--- config.mk ---
export PLATFORM = sky130hd
export DESIGN_NAME = dac_rate_changer
export DESIGN_NICKNAME = d
export VERILOG_FILES = /design/src/rtl/dac_rate_changer.sv
export SDC_FILE = /design/constraint.sdc
export NUM_CORES = 1
export LEC_CHECK = 0
export CORE_MARGIN = 1
export CORE_UTILIZATION = 59
export DETAILED_ROUTE_END_ITERATION = 6
export GPL_TIMING_DRIVEN = 0
export PLACE_DENSITY = 0.79
export SLEW_MARGIN = 20
export SYNTH_ARGS = -nofsm -noshare
export SYNTH_HDL_FRONTEND = slang
export SYNTH_SLANG_ARGS = --single-unit
--- constraint.sdc ---
create_clock -name clkin320 -period 3.87 [get_ports clkin320]
set_input_delay 0.774 -clock clkin320 [delete_from_list [all_inputs] [get_ports clkin320]]
set_output_delay 0.774 -clock clkin320 [all_outputs]
set_load 0.05 [all_outputs]
--- src/rtl/dac_rate_changer.sv ---
// Packs consecutive I/Q samples into two-sample words for the 160 MHz DAC path.
// Words queue in a small FIFO with a registered show-ahead head; a dangling half word can be flushed.
module dac_rate_changer #(
    parameter int WIDTH = 16,
    parameter int DEPTH = 4
) (
    input  logic               clkin320,
    input  logic               reset,
    input  logic [WIDTH-1:0]   i_in,
    input  logic [WIDTH-1:0]   q_in,
    input  logic               in_valid,
    output logic               in_ready,
    input  logic               flush,
    output logic [2*WIDTH-1:0] i_out,
    output logic [2*WIDTH-1:0] q_out,
    output logic               out_valid,
    input  logic               out_ready,
    output logic [31:0]        pair_count
);

    localparam int AW = (DEPTH > 1) ? $clog2(DEPTH) : 1;
    localparam int CW = AW + 1;

    typedef enum logic {
        S_EMPTY = 1'b0,
        S_HALF  = 1'b1
    } state_t;

    state_t             r_state;
    state_t             w_state_nxt;
    logic               r_pend;
    logic               w_pend_nxt;
    logic [WIDTH-1:0]   r_hold_i;
    logic [WIDTH-1:0]   r_hold_q;
    logic [2*WIDTH-1:0] r_mem_i [DEPTH];
    logic [2*WIDTH-1:0] r_mem_q [DEPTH];
    logic [AW-1:0]      r_wr_ptr;
    logic [AW-1:0]      r_rd_ptr;
    logic [CW-1:0]      r_count;
    logic [2*WIDTH-1:0] r_i_out;
    logic [2*WIDTH-1:0] r_q_out;
    logic [31:0]        r_pair_count;

    logic               w_full;
    logic               w_accept;
    logic               w_pop;
    logic               w_push;
    logic               w_load_hold;
    logic [2*WIDTH-1:0] w_push_i;
    logic [2*WIDTH-1:0] w_push_q;
    logic [AW-1:0]      w_rd_nxt;
    logic [CW-1:0]      w_count_nxt;

    // in_ready depends only on registered state, never on out_ready.
    assign w_full    = (r_count == CW'(DEPTH));
    assign in_ready  = ~r_pend & ((r_state == S_EMPTY) | ~w_full);
    assign out_valid = (r_count != '0);
    assign w_accept  = in_valid & in_ready;
    assign w_pop     = out_valid & out_ready;

    always_ff @(posedge clkin320) begin
        if (reset) begin
            r_state <= S_EMPTY;
            r_pend  <= 1'b0;
        end else begin
            r_state <= w_state_nxt;
            r_pend  <= w_pend_nxt;
        end
    end

    always_comb begin
        w_state_nxt = r_state;
        w_pend_nxt  = r_pend;
        w_load_hold = 1'b0;
        w_push      = 1'b0;
        w_push_i    = {i_in, r_hold_i};
        w_push_q    = {q_in, r_hold_q};
        case (r_state)
            S_EMPTY: begin
                if (w_accept) begin
                    w_load_hold = 1'b1;
                    w_state_nxt = S_HALF;
                end
            end
            S_HALF: begin
                if (w_accept) begin
                    w_push      = 1'b1;
                    w_state_nxt = S_EMPTY;
                end else if (flush | r_pend) begin
                    // Full FIFO defers the padded push until a slot frees up.
                    if (!w_full) begin
                        w_push      = 1'b1;
                        w_push_i    = {{WIDTH{1'b0}}, r_hold_i};
                        w_push_q    = {{WIDTH{1'b0}}, r_hold_q};
                        w_state_nxt = S_EMPTY;
                        w_pend_nxt  = 1'b0;
                    end else begin
                        w_pend_nxt  = 1'b1;
                    end
                end
            end
        endcase
    end

    always_ff @(posedge clkin320) begin
        if (reset) begin
            r_hold_i <= '0;
            r_hold_q <= '0;
        end else if (w_load_hold) begin
            r_hold_i <= i_in;
            r_hold_q <= q_in;
        end
    end

    always_ff @(posedge clkin320) begin
        if (w_push) begin
            r_mem_i[r_wr_ptr] <= w_push_i;
            r_mem_q[r_wr_ptr] <= w_push_q;
        end
    end

    always_comb begin
        w_rd_nxt    = w_pop ? r_rd_ptr + AW'(1) : r_rd_ptr;
        w_count_nxt = r_count;
        case ({w_push, w_pop})
            2'b10:   w_count_nxt = r_count + CW'(1);
            2'b01:   w_count_nxt = r_count - CW'(1);
            default: w_count_nxt = r_count;
        endcase
    end

    always_ff @(posedge clkin320) begin
        if (reset) begin
            r_wr_ptr     <= '0;
            r_rd_ptr     <= '0;
            r_count      <= '0;
            r_pair_count <= '0;
        end else begin
            r_rd_ptr <= w_rd_nxt;
            r_count  <= w_count_nxt;
            if (w_push) begin
                r_wr_ptr     <= r_wr_ptr + AW'(1);
                r_pair_count <= r_pair_count + 32'd1;
            end
        end
    end

    // Head register: a word entering an empty (or draining-to-empty) FIFO
    // bypasses the array; otherwise it is read from the next read slot.
    always_ff @(posedge clkin320) begin
        if (reset) begin
            r_i_out <= '0;
            r_q_out <= '0;
        end else if (w_count_nxt != '0) begin
            if ((r_count == '0) || ((r_count == CW'(1)) && w_pop)) begin
                r_i_out <= w_push_i;
                r_q_out <= w_push_q;
            end else begin
                r_i_out <= r_mem_i[w_rd_nxt];
                r_q_out <= r_mem_q[w_rd_nxt];
            end
        end
    end

    assign i_out      = r_i_out;
    assign q_out      = r_q_out;
    assign pair_count = r_pair_count;

endmodule
=== After elaboration in Yosys (flattened, before gate mapping) ===
Memory sizes are Yosys's and may differ from the RTL's.
Cells that the tools add are included.

* Flip-flop bits (word level): 137
* Bits in writable memories: 256
* Input port bits: 37
* Output and inout port bits: 98
* Logic and storage cells: 60
* Memories kept: 2

* Add/subtract/negate cells: 5
* Equal/unequal tests: 4
* Mux-type cells: 24
* Bitwise operators: 9
* Reduce and logical (&&, ||, !) cells: 6

{| class="wikitable"
|+ Memory list
! name !! depth !! width !! rd ports !! clocked after Yosys merged registers in !! write ports !! RTL line !! source
|-
| r_mem_i || 4 || 32 || 1 || 0 || 1 || 35 || <nowiki>logic [2*WIDTH-1:0] r_mem_i [DEPTH];</nowiki>
|-
| r_mem_q || 4 || 32 || 1 || 0 || 1 || 36 || <nowiki>logic [2*WIDTH-1:0] r_mem_q [DEPTH];</nowiki>
|}

{| class="wikitable"
|+ Operators with widths
! cell !! number
|-
| 2-to-1 mux 32 bit || 10
|-
| adder 32 x 1 -> 32 bit, second input constant || 1
|-
| 2-to-1 mux 1 bit || 11
|-
| case mux 3 bit (2 select lines) || 1
|-
| nonzero test 3 bit || 2
|-
| adder 2 x 1 -> 2 bit, second input constant || 2
|-
| NOT 1 bit || 4
|-
| adder 3 x 1 -> 3 bit, second input constant || 1
|-
| AND 1 bit || 3
|-
| == test 3 x 1 -> 1 bit, second input constant || 1
|-
| == test 3 bit, second input constant || 1
|-
| logical NOT 3 bit || 1
|-
| AND reduction 3 bit || 1
|-
| subtractor 3 x 1 -> 3 bit, second input constant || 1
|-
| == test 2 x 1 -> 1 bit, second input constant || 1
|-
| == test 2 bit, second input constant || 1
|-
| 2-to-1 mux 2 bit || 1
|-
| OR 1 bit || 2
|-
| case mux 1 bit (2 select lines) || 1
|-
| logical AND 1 bit || 1
|-
| logical OR 1 bit || 1
|}

=== Logic depth before layout (Yosys ltp) ===
Gate-level depths: netlist (run 1).

* Word-level depth: 10
* Depth in mapped cells: 15

=== Worst setup path before layout (run 1) ===
No wires, ideal clock.

* Path kind: reg2reg
* Start: register r_count[0]
* End: register r_i_out[18] (netlist: i_out[18])
* Library setup time: 91 ps
* Data arrival time: 3,421 ps
* Data required time: 3,779 ps
* Setup slack: 358 ps
* Cell stages (with the launch flop): 15
* Buffers on the path: 4
* Period minus slack after synthesis: 3,512 ps
* Cell sequence: dfxtp_1 -> inv_1 -> ha_1 -> nand2b_1 -> nand2_1 -> inv_1 -> clkbuf_1 -> buf_2 -> ha_1 -> o31ai_1 -> and4_1 -> clkbuf_1 -> clkbuf_1 -> a21oi_1 -> a311oi_1

{| class="wikitable"
|+ RTL lines
! item !! RTL line !! source
|-
| start, declared || 39 || <nowiki>logic [CW-1:0] r_count;</nowiki>
|-
| start signal, assigned || 140 || <nowiki>r_count <= w_count_nxt;</nowiki>
|-
| nonzero test 3 bit (*) || 57 || <nowiki>assign out_valid = (r_count != '0);</nowiki>
|-
| net out_valid || 16 || <nowiki>output logic out_valid,</nowiki>
|-
| AND 1 bit (*) || 59 || <nowiki>assign w_pop = out_valid & out_ready;</nowiki>
|-
| 2-to-1 mux 2 bit (tied with other cells) || 123 || <nowiki>w_rd_nxt = w_pop ? r_rd_ptr + AW'(1) : r_rd_ptr;</nowiki>
|-
| memory (4 x 32 bit) (tied with other cells) || - ||
|-
| 2-to-1 mux 32 bit or nonzero test 3 bit (tied branches) || 155, 154 ||
|-
| end signal, assigned || 156 || <nowiki>r_i_out <= w_push_i;</nowiki>
|-
| end signal, assigned || 159 || <nowiki>r_i_out <= r_mem_i[w_rd_nxt];</nowiki>
|-
| end, declared || 40 || <nowiki>logic [2*WIDTH-1:0] r_i_out;</nowiki>
|}

The timed path passes the listed nets; every way through them passes the cells marked *.
A chain may end at the register's enable or synchronous reset.

=== Worst setup path in the final report (run 1) ===
* Start: register r_count[0]
* End: register r_i_out[2] (netlist: i_out[2])

* Word-level cells in the longest chain between the ends: 10

{| class="wikitable"
|+ Ends and longest elaborated chain
! item !! RTL line !! source
|-
| == test 3 bit || 55 || <nowiki>assign w_full = (r_count == CW'(DEPTH));</nowiki>
|-
| NOT 1 bit || 56 || <nowiki>assign in_ready = ~r_pend & ((r_state == S_EMPTY) | ~w_full);</nowiki>
|-
| OR 1 bit || 56 ||
|-
| AND 1 bit || 56 ||
|-
| AND 1 bit || 58 || <nowiki>assign w_accept = in_valid & in_ready;</nowiki>
|-
| 2-to-1 mux 1 bit || 86 || <nowiki>if (w_accept) begin</nowiki>
|-
| 2-to-1 mux 1 bit || 78 || <nowiki>case (r_state)</nowiki>
|-
| == test 2 x 1 -> 1 bit or == test 2 bit (tied branches) || 125 || <nowiki>case ({w_push, w_pop})</nowiki>
|-
| case mux 3 bit (2 select lines) || 125 ||
|-
| nonzero test 3 bit || 154 || <nowiki>end else if (w_count_nxt != '0) begin</nowiki>
|}

Parallel ways exist; a longest one is shown, timed or not.

==> results of run 1 <==
-- worst paths after layout --
check             start  depth (start not counted)  slack, ns         to
max reg2reg  r_count[0]                         15       0.19   i_out[2]
min           q_out[22]                          2       0.50  q_out[22]
max          r_count[0]                         15       0.19   i_out[2]
min reg2reg   q_out[22]                          2       0.50  q_out[22]
-- cell families after synthesis --
logic type               count (synthesis)  share of synthesized area, %
AND/OR/NAND/NOR                        801                          20.8
AO/OA/AOI/OAI                          575                          18.7
multiplexers                             5                         0.290
flip-flops                             393                          55.0
buffers and inverters                  159                          3.31
XOR/XNOR                                22                          1.02
adder cells (fa/ha/maj)                 12                         0.792
-- what timing repair did --
item	CTS	global route
setup endpoints to repair	64	62
gates resized for setup	13	8
pin swaps	0	1
setup buffers	3	1
-- cell usage after synthesis (3+ instances only) --
| cell | count | area share [%] |
|---|---|---|
| buf_2 | 18 | 0.48 |
| nor4_1 | 4 | 0.13 |
| nand2b_1 | 257 | 8.5 |
| edfxtp_1 | 256 | 41 |
| buf_1 | 7 | 0.14 |
| a21oi_1 | 333 | 8.8 |
| nand3_1 | 12 | 0.32 |
| and3_1 | 8 | 0.26 |
| and2_1 | 35 | 1.2 |
| or3_1 | 8 | 0.26 |
| xor2_1 | 9 | 0.42 |
| nor2b_1 | 9 | 0.30 |
| mux2_2 | 4 | 0.24 |
| nand4_1 | 9 | 0.30 |
| o21bai_1 | 160 | 6.3 |
| inv_1 | 12 | 0.24 |
| a311oi_1 | 32 | 1.5 |
| clkbuf_1 | 121 | 2.4 |
| or4_1 | 4 | 0.16 |
| dfxtp_1 | 137 | 14 |
| ha_1 | 12 | 0.79 |
| a41oi_1 | 32 | 1.5 |
| nor2_1 | 65 | 1.3 |
| o21ai_0 | 9 | 0.24 |
| xnor2_1 | 13 | 0.60 |
| and4_1 | 3 | 0.14 |
| nor3_1 | 6 | 0.16 |
| nand2_1 | 369 | 7.3 |
-- cell type report --
cell class / count / area (um^2) / share of cell area (%)
well taps: 402 / 503 / 2.26
multi-input cells: 1415 / 7930 / 35.5
clock inverters: 11 / 55.1 / 0.247
clock buffers: 65 / 1260 / 5.64
inverters: 12 / 48.8 / 0.219
flip-flops and latches: 393 / 10400 / 46.8
plain buffers: 144 / 596 / 2.67
repair buffers: 142 / 1480 / 6.65
-- where the power goes --
| group | switching [W] | total (W) | leakage (nW) | internal (W) |
|---|---|---|---|---|
| Sequential | 0.000154 | 0.00483 | 3.47 | 0.00467 |
| Combinational | 0.000937 | 0.00140 | 3.95 | 0.000461 |
| Clock | 0.00165 | 0.00388 | 0.653 | 0.00223 |
| Total | 0.00274 | 0.0101 | 8.08 | 0.00736 |
-- registers in the layout, indices dropped and copies added, names as in the netlist --
signal,count
pair_count,32
i_out,32
r_mem_q,128
r_pend,1
r_rd_ptr,2
r_state,1
r_mem_i,128
r_hold_i,16
r_hold_q,16
r_wr_ptr,2
q_out,32
r_count,3
-- metrics by stage --
step,hold slack [ns],TNS [ns],setup slack [ns]
floorplan,0.476,0,0.358
global placement,0.476,-190.59,-1.40
detailed placement,0.493,-71.21,-1.33
CTS,0.501,0,0.0202
global route,0.514,0,0.0183
finish,0.499,0,0.189
-- worst max-delay path, delay by kind of cell (launching register included) --
kind | cells | cell delay (ns)
adders and majority gates | 2 | 0.53
and+or+nand+nor | 4 | 0.79
DFF | 1 | 0.41
buffers and inverters | 6 | 1.26
AOI/OAI and AO/OA | 3 | 0.53
-- metal layers --
metal | up-vias | wire, um
met4 | 0 | 2670
met5 | - | 0
met2 | 946 | 27100
li1 | 7261 | -
met1 | 7813 | 22300
met3 | 193 | 5550
==> impl_metrics.py, run 1 <==
metrics = {
    "floorplanning": {
        "row_count": 65,
        "ios": 135,
        "die_area_um2": 32900,
        "die_w_um": 181,
        "die_h_um": 181,
        "initial_utilization_pct": 60.1,
        "core-area_um2": 31600,
    },
    "global_routing": {
        "antenna_found_initial": 0,
        "grt_pass1_wl_um": 87600,
        "grtUsageMet1_pct": 44.6,
        "grt_overflow_total": 0,
        "grtUsageMet2_pct": 56.6,
        "busiest_layer": "met2",
        "use_met3_pct": 5.68,
        "first_global_vias": 15975,
        "grt.total_usage_pct": 34.6,
        "grt_max_degree": 44,
    },
    "route": {
        "wl_um": 57600,
        "post_drt_wl_per_cell_um": 22.3,
        "drt_iter0_markers": 1777,
        "antenna_left": 0,
        "via_count": 16213,
        "post-route-drc-count": 1,
        "vias_per_cell": 6.27,
        "dr.pass1.iters": 7,
    },
    "timing": {
        "setup_violations": 0,
        "fin_skew_ns": 0.0121,
        "period_minus_slack_ns": 3.68,
        "fmax_ghz": 0.272,
        "hold_viol_final": 0,
        "timing.slew.headroom_pct": 21.4,
        "tightest_slew_ns": 1.17,
        "finalCritPeriodShare_pct": 95.1,
        "rsz0062_at_grt": "false",
        "slew_violations": 0,
    },
    "synthesis": {
        "synth_cells": 1967,
        "yosys_warnings": 0,
        "yosysSeqAreaShare_pct": 55.0,
        "synth.avg_cell_area_um2": 9.64,
        "ys_ff_latch": 393,
        "syn_nets": 2016,
        "synthFlopType": "edfxtp_1",
        "syn_area_um2": 19000,
        "yosys.cell_types.count": 47,
        "async_flop_share_pct": 0,
        "synth_edf_count": 256,
    },
    "pwr": {
        "leakage_nw": 8.08,
        "p_per_area_nw_per_um2": 453,
        "peakVddDrop_uv": 367,
        "finalPower_w": 0.0101,
    },
    "placed_design": {
        "io_buffer_count": 133,
        "gp_congestion": 0.864,
        "dpl.cell_count": 2507,
        "dpl.hpwl_um": 38800,
        "placed_area_um2": 20900,
    },
    "critical_path": {
        "worstSetupPathType": "register to register",
        "end_kind": "register",
        "path_cells": "inv_1 > ha_1 > nand2b_1 > nand2_1 > clkbuf_4 > clkbuf_4 > ha_1 > or2_2 > a21oi_1 > nand4_1 > buf_4 > buf_2 > buf_2 > o21bai_1 > a41oi_1",
        "required_ns": 4.26,
        "cp-start-kind": "register",
        "worst_path_largest_cell_delay_ns": 0.41,
        "path_max_fanout": 10,
        "cp.arrival_ns": 4.07,
        "cp_slowest_cell": "dfxtp_1",
    },
    "cts": {
        "cts_tree": "built",
        "clockBufferDepth": 3,
        "hold_buffers": 0,
        "cts_buffers": 41,
        "clkTransAtPathRegs_ns": 0.06,
        "clock_sinks": 393,
        "htree_levels": 2,
        "cts-root-buf": "clkbuf_16",
        "clock_latency_ns": 0.55,
    },
    "final_layout": {
        "fin_cells": 2584,
        "diodes": 0,
        "area_delta_synth_final_pct": 17.6,
        "drive_above_1_share_pct": 5.41,
        "finalNetCount": 2198,
        "mostFrequentLayoutCell": "nand2_1",
        "finalInstanceArea_um2": 22300,
        "final_cell_mix": "369 x nand2_1, 333 x a21oi_1, 257 x nand2b_1",
        "fin_util_pct": 70.7,
        "final.fill_count": 2253,
    },
    "min_path": {
        "hold_class": "register to register",
    },
    "job": {
        "drv_cap": 0,
    },
    "run_status": {
        "status": "finished, violations left",
        "violations": "design-rule violations",
    },
}
No activity file was read; power rests on OpenSTA's default activity.
==> run 2: changes to the inputs <==
- CORE_UTILIZATION: 59 -> 61
- CTS_BUF_LIST: default -> sky130_fd_sc_hd__clkbuf_8
- PLACE_DENSITY: 0.79 -> 0.81
==> run 2 against run 1 <==
The run now ends clean; total power shrank 3.8%; combinational power barely moved; sequential cell count unchanged; core utilization increased by 1.9 points; critical path depth stayed put; worst setup slack worse by 0.028 ns; global-route usage rose by 1.7 points; final area is 0.42% lower; largest cell class unchanged; largest power group unchanged.
==> impl_metrics.py, run 2 (synthesis results as in run 1) <==
metrics = {
    "run_status": {
        "status": "finished clean",
    },
    "cts": {
        "htree_levels": 3,
        "cts_buffers": 66,
        "clock_latency_ns": 0.59,
        "hold_buffers": 0,
        "cts_tree": "built",
        "clockBufferDepth": 3,
        "clock_sinks": 393,
        "cts-root-buf": "clkbuf_8",
        "clkTransAtPathRegs_ns": 0.06,
    },
    "floorplanning": {
        "row_count": 64,
        "core-area_um2": 30600,
        "initial_utilization_pct": 62.0,
        "ios": 135,
        "die_w_um": 178,
        "die_area_um2": 31800,
        "die_h_um": 178,
    },
    "timing": {
        "tns_ns": 0,
        "period_minus_slack_ns": 3.71,
        "finalCritPeriodShare_pct": 95.8,
        "fmax_ghz": 0.270,
        "hold_viol_final": 0,
        "tightest_slew_ns": 1.18,
        "rsz0062_at_grt": "false",
        "fin_skew_ns": 0.0273,
        "setup_violations": 0,
        "timing.slew.headroom_pct": 20.6,
        "slew_violations": 0,
        "setup_ws_ns": 0.161,
    },
    "route": {
        "wl_um": 57600,
        "vias_per_cell": 6.26,
        "post-route-drc-count": 0,
        "antenna_left": 0,
        "dr.pass1.iters": 6,
        "drt_iter0_markers": 2043,
        "via_count": 16409,
        "post_drt_wl_per_cell_um": 22.0,
    },
    "critical_path": {
        "cp.arrival_ns": 4.18,
        "required_ns": 4.35,
        "worstSetupPathType": "register to register",
        "cp-start-kind": "register",
        "path_max_fanout": 10,
        "end_kind": "register",
    },
    "global_routing": {
        "grt_max_degree": 44,
        "first_global_vias": 15808,
        "antenna_found_initial": 0,
        "grt_pass1_wl_um": 86700,
        "grt_overflow_total": 0,
        "grt.total_usage_pct": 36.3,
    },
    "placed_design": {
        "gp_congestion": 0.862,
        "dp_slack_ns": -1.24,
        "dpl.hpwl_um": 38300,
        "dpl.cell_count": 2501,
        "io_buffer_count": 133,
    },
    "final_layout": {
        "diodes": 0,
        "final_cell_mix": "369 x nand2_1, 333 x a21oi_1, 257 x nand2b_1",
        "area_delta_synth_final_pct": 17.1,
        "fin_util_pct": 72.6,
        "mostFrequentLayoutCell": "nand2_1",
        "drive_above_1_share_pct": 6.47,
        "fin_cells": 2620,
        "top_regs": "r_mem_i x128, r_mem_q x128",
        "finalNetCount": 2223,
    },
    "min_path": {
        "hold_class": "register to register",
    },
    "pwr": {
        "internal-power_w": 0.00693,
        "switching_share_pct": 28.6,
        "finalPower_w": 0.00971,
        "power_frac_comb_pct": 14.5,
        "clockPowerShare_pct": 35.8,
        "p_switching_w": 0.00278,
        "peakVddDrop_uv": 350,
        "seqPwrFrac_pct": 49.7,
        "p_per_area_nw_per_um2": 437,
        "leakage_nw": 8.16,
    },
    "job": {
        "drv_cap": 0,
    },
}
run 2: routing by layer:
| metal | GRT usage (%) | part of all wire, % | vias up |
|---|---|---|---|
| met5 | 0 | 0 | - |
| met4 | 16.9 | 4.0 | 0 |
| met3 | 7.05 | 11 | 179 |
| met2 | 59.2 | 48 | 1025 |
| met1 | 46.7 | 37 | 7872 |
| li1 | - | - | 7333 |
run 2: final timing paths:
check	startpoint	to	slack [ns]	cells past startpoint
max	r_count[0]	q_out[25]	0.16	15
min	q_out[21]	q_out[21]	0.50	2
max reg2reg	r_count[0]	q_out[25]	0.16	15
min reg2reg	q_out[21]	q_out[21]	0.50	2
run 2: timing repair:
action	CTS	global route
hold endpoints to repair	0	0
pin swaps	1	1
cloned	0	0
gates resized for setup	14	16
setup buffers	2	1
endpoints found under the setup margin	64	62
run 2: critical path, cell delays in order, from the launching register on:
cell	delay, ns
dfxtp_1	0.35
inv_1	0.09
ha_1	0.31
nand2b_1	0.16
nand2_1	0.24
clkbuf_4	0.32
clkbuf_4	0.28
ha_1	0.22
a22oi_1	0.08
or3_1	0.37
nand4_1	0.13
buf_4	0.15
buf_4	0.22
buf_2	0.32
nor2_1	0.08
a311oi_1	0.28
run 2: area by class of cell:
class                   instances  area (um^2)
repair buffers                141         1480
clock inverters                45          215
flip-flops and latches        393        10400
multi-input cells            1415         7940
inverters                      12         48.8
plain buffers                 145          602
well taps                     396          495
fillers                      2223         8380
clock buffers                  73         1000
run 2: power by group through the flow:
stage	registers [W]	clock network (W)	logic, W
after floorplan	0.00514	0	0.000589
after global placement	0.00490	0	0.00132
after detailed placement	0.00490	0	0.00136
after CTS	0.00482	0.00348	0.00138
after global routing	0.00484	0.00367	0.00149
final	0.00482	0.00348	0.00141
run 2: metrics by stage:
stage          hold slack [ns]  instance area (um^2)
5_1_grt                  0.519                 22200
4_1_cts                  0.498                 22200
3_5_place_dp             0.490                 20900
2_1_floorplan            0.476                 19000
3_3_place_gp             0.479                 20800
6_report                 0.495                 22200
